File: src/rtl/bcd_sseg_mux.sv
// Latches N packed BCD digits + decimal points and scans them onto a common-anode 7-seg display.
// Output registered: shadow/idx changes at edge t appear on an/sseg after edge t+1; no backpressure.
module bcd_sseg_mux #(
  parameter int N_DIGITS     = 4,
  parameter int DIGIT_CYCLES = 100000,
  localparam int IDX_W       = $clog2(N_DIGITS)
) (
  input  logic                    clk,
  input  logic                    reset,
  input  logic [4*N_DIGITS-1:0]   bcd,
  input  logic [N_DIGITS-1:0]     dp_in,
  input  logic                    load,
  input  logic                    blank_lz,
  output logic [N_DIGITS-1:0]     an,
  output logic [7:0]              sseg,
  output logic [IDX_W-1:0]        digit_idx
);

  localparam int                PRE_W    = $clog2(DIGIT_CYCLES);
  localparam logic [PRE_W-1:0]  PRE_LAST = PRE_W'(DIGIT_CYCLES - 1);
  localparam logic [IDX_W-1:0]  IDX_LAST = IDX_W'(N_DIGITS - 1);

  logic [N_DIGITS-1:0][3:0] shadow_bcd_q, shadow_bcd_d;
  logic [N_DIGITS-1:0]      shadow_dp_q,  shadow_dp_d;
  logic [PRE_W-1:0]         pre_q,        pre_d;
  logic [IDX_W-1:0]         idx_q,        idx_d;
  logic [N_DIGITS-1:0]      an_q,         an_d;
  logic [7:0]               sseg_q,       sseg_d;
  logic [IDX_W-1:0]         digit_idx_q,  digit_idx_d;

  logic [N_DIGITS-1:0]      blank_mask;
  logic [3:0]               cur_digit;
  logic                     cur_dp;

  function automatic logic [6:0] seg_decode(input logic [3:0] d);
    logic [6:0] s;
    case (d)
      4'd0:    s = 7'h40;
      4'd1:    s = 7'h79;
      4'd2:    s = 7'h24;
      4'd3:    s = 7'h30;
      4'd4:    s = 7'h19;
      4'd5:    s = 7'h12;
      4'd6:    s = 7'h02;
      4'd7:    s = 7'h78;
      4'd8:    s = 7'h00;
      4'd9:    s = 7'h10;
      default: s = 7'h3F;
    endcase
    return s;
  endfunction

  // Shadow capture and slot timing.
  always_comb begin
    shadow_bcd_d = shadow_bcd_q;
    shadow_dp_d  = shadow_dp_q;
    pre_d        = pre_q + PRE_W'(1);
    idx_d        = idx_q;
    if (load) begin
      shadow_bcd_d = bcd;
      shadow_dp_d  = dp_in;
    end
    if (pre_q == PRE_LAST) begin
      pre_d = '0;
      idx_d = (idx_q == IDX_LAST) ? '0 : idx_q + IDX_W'(1);
    end
  end

  // A digit is a leading zero only if it and everything above it is a bare zero.
  always_comb begin
    logic all_zero_above;
    blank_mask     = '0;
    all_zero_above = 1'b1;
    for (int k = N_DIGITS - 1; k >= 0; k--) begin
      all_zero_above = all_zero_above && (shadow_bcd_q[k] == 4'd0) && !shadow_dp_q[k];
      blank_mask[k]  = blank_lz && (k != 0) && all_zero_above;
    end
  end

  always_comb begin
    cur_digit   = shadow_bcd_q[idx_q];
    cur_dp      = shadow_dp_q[idx_q];
    digit_idx_d = idx_q;
    if (blank_mask[idx_q]) begin
      an_d   = '1;
      sseg_d = 8'hFF;
    end else begin
      an_d   = ~({{(N_DIGITS-1){1'b0}}, 1'b1} << idx_q);
      sseg_d = {~cur_dp, seg_decode(cur_digit)};
    end
  end

  always_ff @(posedge clk) begin
    if (reset) begin
      shadow_bcd_q <= '0;
      shadow_dp_q  <= '0;
      pre_q        <= '0;
      idx_q        <= '0;
      an_q         <= '1;
      sseg_q       <= 8'hFF;
      digit_idx_q  <= '0;
    end else begin
      shadow_bcd_q <= shadow_bcd_d;
      shadow_dp_q  <= shadow_dp_d;
      pre_q        <= pre_d;
      idx_q        <= idx_d;
      an_q         <= an_d;
      sseg_q       <= sseg_d;
      digit_idx_q  <= digit_idx_d;
    end
  end

  assign an        = an_q;
  assign sseg      = sseg_q;
  assign digit_idx = digit_idx_q;

endmodule

File: config.mk
export PLATFORM = sky130hd
export DESIGN_NAME = bcd_sseg_mux
export DESIGN_NICKNAME = d
export VERILOG_FILES = /design/src/rtl/bcd_sseg_mux.sv
export SDC_FILE = /design/constraint.sdc
export NUM_CORES = 1
export LEC_CHECK = 0
export CORE_MARGIN = 2
export CORE_UTILIZATION = 45
export CTS_CLUSTER_SIZE = 24
export DETAILED_ROUTE_END_ITERATION = 6
export PLACE_DENSITY = 0.72
export SLEW_MARGIN = 20
export SYNTH_ARGS = -nofsm -noshare
export SYNTH_HDL_FRONTEND = slang
export SYNTH_SLANG_ARGS = --single-unit
File: constraint.sdc
create_clock -name clk -period 4.5 [get_ports clk]
set_input_delay 1.35 -clock clk [delete_from_list [all_inputs] [get_ports clk]]
set_output_delay 1.35 -clock clk [all_outputs]
set_load 0.03 [all_outputs]
==> flow_summary.json, run 1 <==
{
  "finalCritPeriodShare_pct": 62.04,
  "numPortBuffers": 37,
  "firstDrtPassIters": 2,
  "crit_path_end_kind": "flop",
  "fin_setup_tns_ps": 0,
  "critPathArrivalTime_ps": 3040,
  "cts_setup_buffers": 0,
  "yosysSeqAreaShare_pct": 45.13,
  "num-nets-final": 305,
  "worst_pin_slew_ps": 541.2,
  "coreArea_um2": 5075,
  "synth_nets": 274,
  "gr-usage-all-layers_pct": 15.45,
  "layout-drive-gt1-share_pct": 5.882,
  "clk_pin_slew_ps": 90,
  "r2r-start": "digit_idx_d[0]",
  "period_minus_slack_ps": 2792,
  "fillers": 479,
  "fin_hold_ws_ps": 443.4,
  "start_kind": "primary input",
  "reg2reg_to": "sseg[4]",
  "rrSetupSlack_ps": 2270,
  "max_cap_violations": 0,
  "clk_path_buf_depth": 2,
  "wl_per_cell_um": 12.24,
  "crit_type": "in2reg",
  "ys_top_cells_by_area": "dfxtp_1, mux2i_1, nor2_1",
  "ant_nets": 0,
  "place_inst": 334,
  "reg2regPathDepth": 7,
  "grt_max_degree": 29,
  "synth_top_cell_area_share_pct": 45.13,
  "hold_viol": 0,
  "die_h_um": 76.28,
  "postLayoutSetupSlackWorst_ps": 1708,
  "synth_ff_type": "dfxtp_1",
  "final_cell_count_no_fill": 342,
  "grt_pass1_vias": 1608,
  "dieArea_um2": 5819,
  "whs_path_depth": 1,
  "clock_latency_ps": 300,
  "clock_skew_ps": 2.629,
  "hp-class": "reg2reg",
  "yosys_register_bits": 53,
  "n_antenna_cell": 0,
  "holdBufCountCts": 0,
  "h-tree-depth": 2,
  "hold_start": "pre_q[0]",
  "design_area_um2": 2825,
  "synth_area_leader_cell": "dfxtp_1",
  "antenna_found_initial": 0,
  "cts_tree": "built",
  "rsz0062_at_grt": "false",
  "place_ws_ps": 1397,
  "drt-total-wl_um": 4187,
  "start_util_pct": 46.33,
  "synth_cell_types": 40,
  "io_pins": 38,
  "drtIter0Drc": 58,
  "fin_util_pct": 55.67,
  "power.density_nw_per_um2": 306.8,
  "grt.overflow.total": 0,
  "placementRows": 26,
  "synth_edf_count": 0,
  "async_reset_ff_share_pct": 0,
  "worstPathRequired_ps": 4740,
  "leakage_nw": 1.124,
  "dp.final_hpwl_um": 3008,
  "synthCells": 240,
  "clock_sinks": 53,
  "status": "completed",
  "area_growth_pct": 20.17,
  "crit_end": "an[2]",
  "synth_area_per_cell_um2": 9.796,
  "yosysWarnings": 0,
  "die_w_um": 76.28,
  "critPathLaunch": "blank_lz",
  "netlist_area_um2": 2351,
  "drv_slew": 0,
  "drcViolationCount": 0,
  "crit_fanout": 12,
  "relSlewSlack_pct": 63.87,
  "max_freq_mhz": 358.2,
  "vias": 1716,
  "finalWeightedCongestion": 0.7729,
  "avgViaCountPerCell": 5.018,
  "grt_first_pass_wirelength_um": 7251,
  "cts_resized": 0,
  "cts-root-buf": "clkbuf_8",
  "ir_drop_v": 0.0001653,
  "setup_viol": 0,
  "finalPower_mw": 0.8669,
  "dpl-instance-area_um2": 2743,
  "numCtsBuffers": 5
}
placed cells by master, fill, tap and decap left out, drive strengths merged, types with 2 or more instances in the layout:
cell            n
dfxtp          53
o31ai           2
nand4           7
clkbuf          6
xor2            9
and3            3
mux4            5
nand2           6
clkdlybuf4s50  37
o211ai          2
or3             3
clkinv          2
a21oi           6
or4             2
mux2i          24
nand3          14
nor2           42
o21ai           8
and4            2
and2            3
inv            10
buf             2
ha             10
how the worst min path moves through the flow:
stage / to / slack, ps
4_1_cts: pre_q[0] / 450
5_1_grt: pre_q[0] / 470
3_5_place_dp: pre_q[0] / 440
2_1_floorplan: pre_q[0] / 410
6_report: pre_q[0] / 440
3_3_place_gp: pre_q[0] / 430
synthesized netlist by cell type (5+ instances only):
cell type	n
dfxtp_1	53
nor2_1	42
mux2i_1	24
nand3_1	14
ha_1	10
inv_1	10
xor2_1	9
o21ai_0	8
nand4_1	7
a21oi_1	6
clkbuf_1	6
nand2_1	6
buf_2	5
report_power, final:
part / switching (mW) / total, mW / internal [mW]
Sequential: 0.0103 / 0.499 / 0.489
Clock: 0.150 / 0.258 / 0.108
Combinational: 0.0528 / 0.110 / 0.0568
routing by layer:
metal / global-route usage [%] / wire, um / vias up
li1: - / - / 889
met1: 19.52 / 2043 / 791
met2: 24.69 / 1934 / 31
met3: 4.858 / 165 / 5
met4: 6.000 / 44 / 0
met5: 0 / 0 / -
logic make-up (layout without fill, tap and decap cells):
logic type / count (synthesis) / in the layout / share of synthesized area (%)
compound gates: 21 / 21 / 5.322
xor+xnor: 10 / 10 / 3.726
fa+ha+maj: 10 / 10 / 5.322
buf+inv: 25 / 57 / 5.056
flops: 53 / 53 / 45.13
mux: 30 / 30 / 15.97
simple gates: 91 / 91 / 19.48
flip-flops by register name, indices dropped and copies added (netlist names):
register	flops
pre_q	17
shadow_bcd_q	16
sseg	8
an	4
shadow_dp_q	4
digit_idx	2
digit_idx_d	2
area by class of cell:
class | instances | area, um2 | area share [%]
multi-input cells | 162 | 1171 | 41.45
flip-flops and latches | 53 | 1061 | 37.56
repair buffers | 39 | 385.4 | 13.64
well taps | 70 | 87.58 | 3.100
clock buffers | 6 | 72.57 | 2.569
inverters | 10 | 37.54 | 1.329
clock inverters | 2 | 10.01 | 0.3543
worst max-delay path, cell delays in order:
cell and delay [ps]:
clkdlybuf4s50_1 440, or4b_2 580, a2111o_1 490, nand3_1 160
Power figures use the tool's default switching activity.
==> inputs of run 2 (changes only) <==
--- a/config.mk
+++ b/config.mk
@@ -9,7 +9,7 @@
 export CORE_UTILIZATION = 45
 export CTS_CLUSTER_SIZE = 24
 export DETAILED_ROUTE_END_ITERATION = 6
-export PLACE_DENSITY = 0.72
+export PLACE_DENSITY = 0.75
 export SLEW_MARGIN = 20
 export SYNTH_ARGS = -nofsm -noshare
 export SYNTH_HDL_FRONTEND = slang
==> constraint.sdc (replaced) <==
create_clock -name clk -period 2.4 [get_ports clk]
set_input_delay 0.72 -clock clk [delete_from_list [all_inputs] [get_ports clk]]
set_output_delay 0.72 -clock clk [all_outputs]
set_load 0.03 [all_outputs]
==> run 2 against run 1 <==
Sequential cell count did not move. Combinational power rose by 85%. Register-to-register slack worse by 1800 ps. Design area about the same. Largest power group unchanged. Largest cell class unchanged. Wire length shrank 1.3%. Sequential power increased by 88%. Critical endpoint is now sseg[1]. Setup slack lost 1500 ps.
==> flow_summary.json, run 2 (synthesized netlist as in run 1, its figures left out) <==
{
  "postLayoutSetupSlackWorst_ps": 202.1,
  "gr-usage-all-layers_pct": 15.59,
  "ir_drop_v": 0.0002738,
  "grt_first_pass_wirelength_um": 7383,
  "die_w_um": 76.28,
  "design_area_um2": 2824,
  "dieArea_um2": 5819,
  "grt_max_degree": 27,
  "grt.overflow.total": 0,
  "power.density_nw_per_um2": 563.8,
  "regMostFlops": "pre_q",
  "cts_setup_buffers": 0,
  "start_kind": "primary input",
  "fillers": 475,
  "final_cell_count_no_fill": 341,
  "ant_nets": 0,
  "layout-drive-gt1-share_pct": 5.904,
  "area_growth_pct": 20.12,
  "worstPathRequired_ps": 2630,
  "numCtsBuffers": 5,
  "drt-total-wl_um": 4132,
  "critPathArrivalTime_ps": 2420,
  "period_minus_slack_ps": 2198,
  "hp-class": "reg2reg",
  "coreArea_um2": 5075,
  "start_util_pct": 46.33,
  "hold_viol": 0,
  "max_cap_violations": 0,
  "placementRows": 26,
  "numPortBuffers": 37,
  "clk_path_buf_depth": 2,
  "firstDrtPassIters": 4,
  "drv_slew": 0,
  "rsz0062_at_grt": "false",
  "n_antenna_cell": 0,
  "status": "completed",
  "fin_setup_tns_ps": 0,
  "dp.final_hpwl_um": 2936,
  "setup_viol": 0,
  "crit_type": "in2reg",
  "worst_pin_slew_ps": 413.0,
  "clk_pin_slew_ps": 80,
  "fin_hold_ws_ps": 441.4,
  "fin_util_pct": 55.65,
  "layout.cells.most_common": "dfxtp_1",
  "clock_skew_ps": 3.160,
  "drcViolationCount": 0,
  "antenna_found_initial": 0,
  "dpl-instance-area_um2": 2750,
  "num-nets-final": 306,
  "io_pins": 38,
  "cts-root-buf": "clkbuf_8",
  "finalWeightedCongestion": 0.7899,
  "clock_latency_ps": 300,
  "relSlewSlack_pct": 72.47,
  "crit_fanout": 12,
  "vias": 1721,
  "wl_per_cell_um": 12.12,
  "place_ws_ps": -90.97,
  "crit_path_end_kind": "flop",
  "leakage_nw": 1.124,
  "largest_register_ffs": 17,
  "die_h_um": 76.28,
  "h-tree-depth": 2,
  "holdBufCountCts": 0,
  "cts_tree": "built",
  "place_inst": 335,
  "finalCritPeriodShare_pct": 91.58,
  "grt_pass1_vias": 1671,
  "finalPower_mw": 1.592,
  "avgViaCountPerCell": 5.047,
  "drtIter0Drc": 100,
  "final_cell_mix": "dfxtp_1, nor2_1, clkdlybuf4s50_1",
  "cts_resized": 0,
  "max_freq_mhz": 455.0,
  "clock_sinks": 53
}
-- run 2: cell count changes in the layout (fill, tap and decap cells not counted) --
cell	previous run	this run
clkinv_2	2	1
clkbuf_1	1	0
buf_4	2	3
-- run 2: worst paths after layout --
check	startpoint	to	slack, ps	cells past startpoint
worst min-delay path	pre_q[0]	pre_q[0]	440	1
worst max-delay path	blank_lz	sseg[1]	200	4
worst min register to register	pre_q[0]	pre_q[0]	440	1
worst max register to register	digit_idx_d[0]	sseg[0]	430	5
-- run 2: routing by layer --
layer | share of wire, % | GRT usage (%) | wire [um]
met5 | 0 | 0 | 0
met4 | 1.6 | 5.455 | 65
met3 | 3.6 | 4.502 | 147
met2 | 45 | 24.96 | 1863
met1 | 50 | 20.14 | 2056
-- run 2: critical path: stages --
cell	delay, ps
clkdlybuf4s50_1	460
or4b_2	590
a2111o_1	500
o211ai_1	160
-- run 2: area by class of cell --
class	count	area, um2	share of cell area (%)
clock buffers	5	68.82	2.437
clock inverters	1	5.005	0.1772
inverters	10	37.54	1.329
multi-input cells	162	1171	41.47
flip-flops and latches	53	1061	37.57
well taps	70	87.58	3.101
repair buffers	40	392.9	13.91
-- run 2: power breakdown --
| group | leakage (nW) | total [mW] | switching [mW] | internal (mW) |
|---|---|---|---|---|
| logic | 0.650 | 0.204 | 0.0976 | 0.107 |
| registers | 0.435 | 0.936 | 0.0202 | 0.916 |
| clock network | 0.0399 | 0.452 | 0.259 | 0.192 |
| total | 1.12 | 1.59 | 0.377 | 1.21 |
